### config.mk
export PLATFORM = sky130hd
export DESIGN_NAME = seq_detector_param
export DESIGN_NICKNAME = d
export VERILOG_FILES = /design/src/rtl/seq_det_pkg.sv /design/src/rtl/seq_det_next_state.sv /design/src/rtl/seq_detector_param.sv
export SDC_FILE = /design/constraint.sdc
export NUM_CORES = 1
export LEC_CHECK = 0
export ABC_AREA = 1
export CORE_UTILIZATION = 42
export CTS_CLUSTER_SIZE = 10
export DETAILED_ROUTE_END_ITERATION = 7
export HOLD_SLACK_MARGIN = 0.1
export PLACE_DENSITY = 0.73
export SETUP_SLACK_MARGIN = 0.02
export SYNTH_ARGS = -nofsm -noshare
export SYNTH_HDL_FRONTEND = slang
export SYNTH_SLANG_ARGS = --single-unit
### constraint.sdc
create_clock -name clk -period 2.3 [get_ports clk]
set_input_delay 0.345 -clock clk [delete_from_list [all_inputs] [get_ports clk]]
set_output_delay 0.345 -clock clk [all_outputs]
set_load 0.01 [all_outputs]
### src/rtl/seq_det_pkg.sv
// Shared constants and helpers for the parametrised serial pattern detector.
// Patterns are passed zero-extended to N_MAX bits; the first bit in time is bit len-1.
package seq_det_pkg;

  localparam int unsigned N_MIN = 2;
  localparam int unsigned N_MAX = 16;
  localparam int unsigned IDX_W = $clog2(N_MAX);

  typedef logic [IDX_W-1:0] idx_t;

  // Longest proper prefix of the pattern that is also a suffix of it.
  function automatic idx_t border_len(input logic [N_MAX-1:0] pattern, input int unsigned len);
    idx_t best;
    logic ok;
    best = '0;
    for (int unsigned b = 1; b < len; b++) begin
      ok = 1'b1;
      for (int unsigned t = 0; t < b; t++) begin
        if (pattern[idx_t'(len - 1 - t)] != pattern[idx_t'(b - 1 - t)]) ok = 1'b0;
      end
      if (ok) best = idx_t'(b);
    end
    return best;
  endfunction

  function automatic idx_t onehot_to_idx(input logic [N_MAX-1:0] oh);
    idx_t idx;
    idx = '0;
    for (int i = 0; i < N_MAX; i++) begin
      if (oh[i]) idx = idx_t'(i);
    end
    return idx;
  endfunction

endpackage

### src/rtl/seq_det_next_state.sv
// Combinational next-state and hit logic for the one-hot pattern matcher.
// The fallback state for every Sk is derived from the pattern itself, with no bit history.
module seq_det_next_state
  import seq_det_pkg::*;
#(
  parameter int unsigned N = 4
) (
  input  logic [N-1:0] state,
  input  logic         din,
  input  logic [N-1:0] pattern,
  input  logic         overlap,
  output logic [N-1:0] next_state,
  output logic         hit
);

  localparam int unsigned PW = $clog2(N);

  logic [N-1:0]               p;
  logic [N_MAX-1:0][IDX_W-1:0] fall_pad;
  idx_t                       idx;
  idx_t                       border;

  // p[i] is the i-th pattern bit in arrival order.
  for (genvar i = 0; i < N; i++) begin : g_order
    assign p[i] = pattern[N-1-i];
  end

  // For Sk, the candidate string is p[0..k-1] followed by din; keep the longest
  // suffix of it that is also a pattern prefix.
  for (genvar k = 0; k < N; k++) begin : g_fail
    idx_t fall;
    logic ok;
    always_comb begin
      fall = '0;
      ok   = 1'b0;
      for (int j = 1; j <= k + 1 && j < N; j++) begin
        ok = (din == p[PW'(j - 1)]);
        for (int t = 0; t < j - 1; t++) begin
          if (p[PW'(k + 1 - j + t)] != p[PW'(t)]) ok = 1'b0;
        end
        if (ok) fall = idx_t'(j);
      end
    end
    assign fall_pad[k] = fall;
  end

  for (genvar k = N; k < N_MAX; k++) begin : g_pad
    assign fall_pad[k] = '0;
  end

  assign idx    = onehot_to_idx(N_MAX'(state));
  assign border = border_len(N_MAX'(pattern), N);

  always_comb begin
    hit        = 1'b0;
    next_state = N'(1);
    if ($onehot(state)) begin
      if (state[N-1] && (din == p[N-1])) begin
        hit = 1'b1;
        if (overlap) next_state = N'(1) << border;
      end else begin
        next_state = N'(1) << fall_pad[idx];
      end
    end
  end

endmodule

### src/rtl/seq_detector_param.sv
// Serial pattern detector with a run-time loadable N-bit pattern, overlap control,
// a Mealy hit, its registered copy and a saturating hit counter.
module seq_detector_param
  import seq_det_pkg::*;
#(
  parameter int unsigned N     = 4,
  parameter int unsigned CNT_W = 8
) (
  input  logic             clk,
  input  logic             rst_n,
  input  logic             din,
  input  logic             din_valid,
  input  logic             load,
  input  logic [N-1:0]     pattern_in,
  input  logic             overlap,
  input  logic             clear_count,
  output logic             dout,
  output logic             hit_reg,
  output logic [CNT_W-1:0] match_count,
  output logic             count_sat
);

  localparam logic [N-1:0] S0 = N'(1);

  logic [N-1:0] state_q;
  logic [N-1:0] pattern_q;
  logic [N-1:0] state_nxt;
  logic         hit;

  seq_det_next_state #(
    .N(N)
  ) u_next_state (
    .state     (state_q),
    .din       (din),
    .pattern   (pattern_q),
    .overlap   (overlap),
    .next_state(state_nxt),
    .hit       (hit)
  );

  assign dout      = din_valid && !load && hit;
  assign count_sat = &match_count;

  always_ff @(posedge clk or negedge rst_n) begin
    if (!rst_n) begin
      state_q     <= S0;
      pattern_q   <= '0;
      hit_reg     <= 1'b0;
      match_count <= '0;
    end else begin
      hit_reg <= dout;
      if (load) begin
        pattern_q <= pattern_in;
        state_q   <= S0;
      end else if (din_valid) begin
        state_q <= state_nxt;
      end
      // A hit in the clear cycle still counts.
      if (clear_count) begin
        match_count <= CNT_W'(dout);
      end else if (dout && !count_sat) begin
        match_count <= match_count + CNT_W'(1);
      end
    end
  end

endmodule

==> results.sh <==
export IMPL_seqPwrFrac_pct=52.4
export IMPL_clk_path_buf_depth=2
export IMPL_drt_first_iter_violations=20
export IMPL_grt_max_degree=18
export IMPL_ff_latch_area_sq_um=429.2
export IMPL_reg2regPathDepth=12
export IMPL_async_flop_share_pct=100.0
export IMPL_worst_pin_slew_ps=729.6
export IMPL_synth_fp_nets=166
export IMPL_synth_edf_count=0
export IMPL_die_h_um=53.95
export IMPL_cts_clk_slew_worst_paths_ps=90
export IMPL_critPathKind="reg -> out"
export IMPL_routabilityCongestion=0.8275
export IMPL_grt_ovfl_total=0
export IMPL_peakVddDrop_mv=0.3750
export IMPL_status="finished, violations left"
export IMPL_hold_worst_slack_ps=477.3
export IMPL_violations="negative setup slack"
export IMPL_io_pins=22
export IMPL_synth_most_common_cell="nand2_1"
export IMPL_final_core_util_pct=63.29
export IMPL_postSynthCellCount=149
export IMPL_viasPerCell=5.085
export IMPL_dp_hpwl_mm=1.836
export IMPL_netlist_top_cells_area="dfrtp_1 35%, nand2_1 13%, nand3_1 7.5%"
export IMPL_clock_sinks=17
export IMPL_hold_viol_final=0
export IMPL_worstSetupEndpointType="primary output"
export IMPL_largest_register="match_count"
export IMPL_rows=18
export IMPL_post_route_min_period_ps=2544
export IMPL_cts_root_buf="clkbuf_4"
export IMPL_p_sw_share_pct=27.79
export IMPL_wl_per_cell_um=11.99
export IMPL_rsz0062_at_grt="true"
export IMPL_start_util_pct=44.94
export IMPL_area_delta_synth_final_pct=40.84
export IMPL_leakage_nw=0.7549
export IMPL_place_port_buffers=21
export IMPL_finalWirelength_mm=2.554
export IMPL_combPwrFrac_pct=22.4
export IMPL_cp_max_fo=2
export IMPL_p_int_uw=444.7
export IMPL_vias=1083
export IMPL_die_w_um=53.95
export IMPL_layout_nets=201
export IMPL_yosysSeqAreaShare_pct=37.64
export IMPL_ys_ff_latch=17
export IMPL_fillerInstances=215
export IMPL_drv_cap=0
export IMPL_cp_arrival_ps=2200
export IMPL_hp_class="in -> async"
export IMPL_startpoint_type="flip-flop"
export IMPL_synth_area_per_cell_sq_um=7.608
export IMPL_synth_cell_types=26
export IMPL_dr_pass1_iters=4
export IMPL_grt_first_pass_wirelength_mm=4.209
export IMPL_worstPathRequired_ps=1960
export IMPL_ys_warn_count=0
export IMPL_switching_power_uw=171.1
export IMPL_drv_slew=0
export IMPL_power_density_nw_per_um2=385.7
export IMPL_dpl_cell_count=206
export IMPL_cts_buffers=3
export IMPL_yosysTopAreaCell="dfrtp_1"
export IMPL_grtUsageTotal_pct=20.82
export IMPL_layout_cells_non_filler=213
export IMPL_largest_register_ffs=8
export IMPL_tritoncts="done"
export IMPL_grt_pass1_vias=990
export IMPL_synthTopCellsByCount="40 x nand2_1, 17 x nand3_1, 16 x dfrtp_1"
export IMPL_tns_ps=-467.4
export IMPL_slew_limit_headroom_pct=51.21
export IMPL_antenna_found_initial=0
export IMPL_antenna_cells=0
export IMPL_total_power_uw=615.8
export IMPL_layout_drive_gt1_share_pct=24.59
export IMPL_ys_flop_type="dfrtp_1"
export IMPL_fin_skew_ps=8.979
export IMPL_drcViolationCount=0
export IMPL_yosysTopAreaCellShare_pct=35.32
export IMPL_setup_viol=7
export IMPL_h_tree_depth=1
export IMPL_timing_final_ws_setup_ps=-244.3
export IMPL_final_antenna_net_count=0
export IMPL_top_regs="match_count: 8 flops, pattern_q: 4 flops, state_q: 4 flops"
export IMPL_finalCritPeriodShare_pct=110.6
export IMPL_core_sq_um=2522
export IMPL_syn_area_sq_um=1134
export IMPL_die_area_sq_um=2911
export IMPL_fmax_mhz=393.0
export IMPL_insertion_delay_ps=290
export IMPL_multi_input_area_sq_um=737.0
export IMPL_hold_buffers=0
export IMPL_pwr_share_clk_pct=25.2
power by group through the flow:
| stage | logic (mW) | registers (mW) | clock network (mW) |
|---|---|---|---|
| after floorplan | 0.0693 | 0.325 | 0 |
| after global placement | 0.113 | 0.325 | 0 |
| after detailed placement | 0.118 | 0.326 | 0 |
| after CTS | 0.135 | 0.323 | 0.164 |
| after global routing | 0.157 | 0.325 | 0.177 |
| final | 0.138 | 0.323 | 0.155 |
routing by layer:
| layer | vias to the layer above | GRT usage [%] | wire length, um |
|---|---|---|---|
| li1 | 543 | - | - |
| met1 | 504 | 25.91 | 1083 |
| met2 | 32 | 33.95 | 1303 |
| met3 | 4 | 6.215 | 139 |
| met4 | 0 | 7.018 | 27 |
| met5 | - | 0 | 0 |
timing repair:
action | CTS | global route
cloned | 1 | 0
pin swaps | 7 | 4
endpoints found under the setup margin | 11 | 13
endpoints found under the hold margin | 0 | 0
gates resized for setup | 21 | 6
setup buffers | 3 | 0
layout make-up:
type	instances	area share [%]
Timing Repair Buffer	31	17.95
Inverter	20	5.016
Clock buffer	4	1.646
Sequential cell	17	26.88
Tap cell	30	2.351
Multi-Input combinational cell	111	46.16
metrics by stage:
| step | cell area (sq um) | setup WS, ps |
|---|---|---|
| floorplan | 1134 | 135.1 |
| detailed placement | 1431 | -379.2 |
| finish | 1597 | -244.3 |
| global route | 1597 | -346.7 |
| CTS | 1587 | -263.1 |
| global placement | 1431 | -328.1 |
layout by cell type (no fill, tap or decap), drive strengths merged, types with 4 or more instances in the layout:
master / synthesis / final
clkdlybuf4s50: 0 / 20
xor2: 5 / 5
dfrtp: 16 / 16
buf: 2 / 11
nor2: 18 / 18
o21ai: 10 / 10
inv: 19 / 19
nand3: 18 / 18
nand2: 45 / 46
ha: 5 / 5
clkbuf: 0 / 4
worst paths after layout:
check | startpoint | end | slack, ps
max | state_q[0] | dout | -240
min | rst_n | match_count[2] | 480
max reg2reg | state_q[0] | match_count[5] | -70
min reg2reg | state_q[0] | state_q[0] | 530
max in group asynchronous | rst_n | match_count[5] | 1310
min in group clk | state_q[0] | state_q[0] | 530
critical path, stage by stage, from the launching register on:
cell and delay [ps]:
dfstp_2 570, ha_4 210, ha_4 160, fa_1 420
nand3b_1 210, nor2_4 130, nand2_4 70, clkinv_4 50
buf_6 80
cell families after synthesis:
logic type / Yosys count / share of synthesized area [%]
fa+ha+maj: 6 / 7.285
xor+xnor: 6 / 4.636
flops: 17 / 37.64
compound gates: 12 / 5.298
buf+inv: 22 / 7.947
simple gates: 86 / 37.20
No activity file was read; power rests on OpenSTA's default activity.
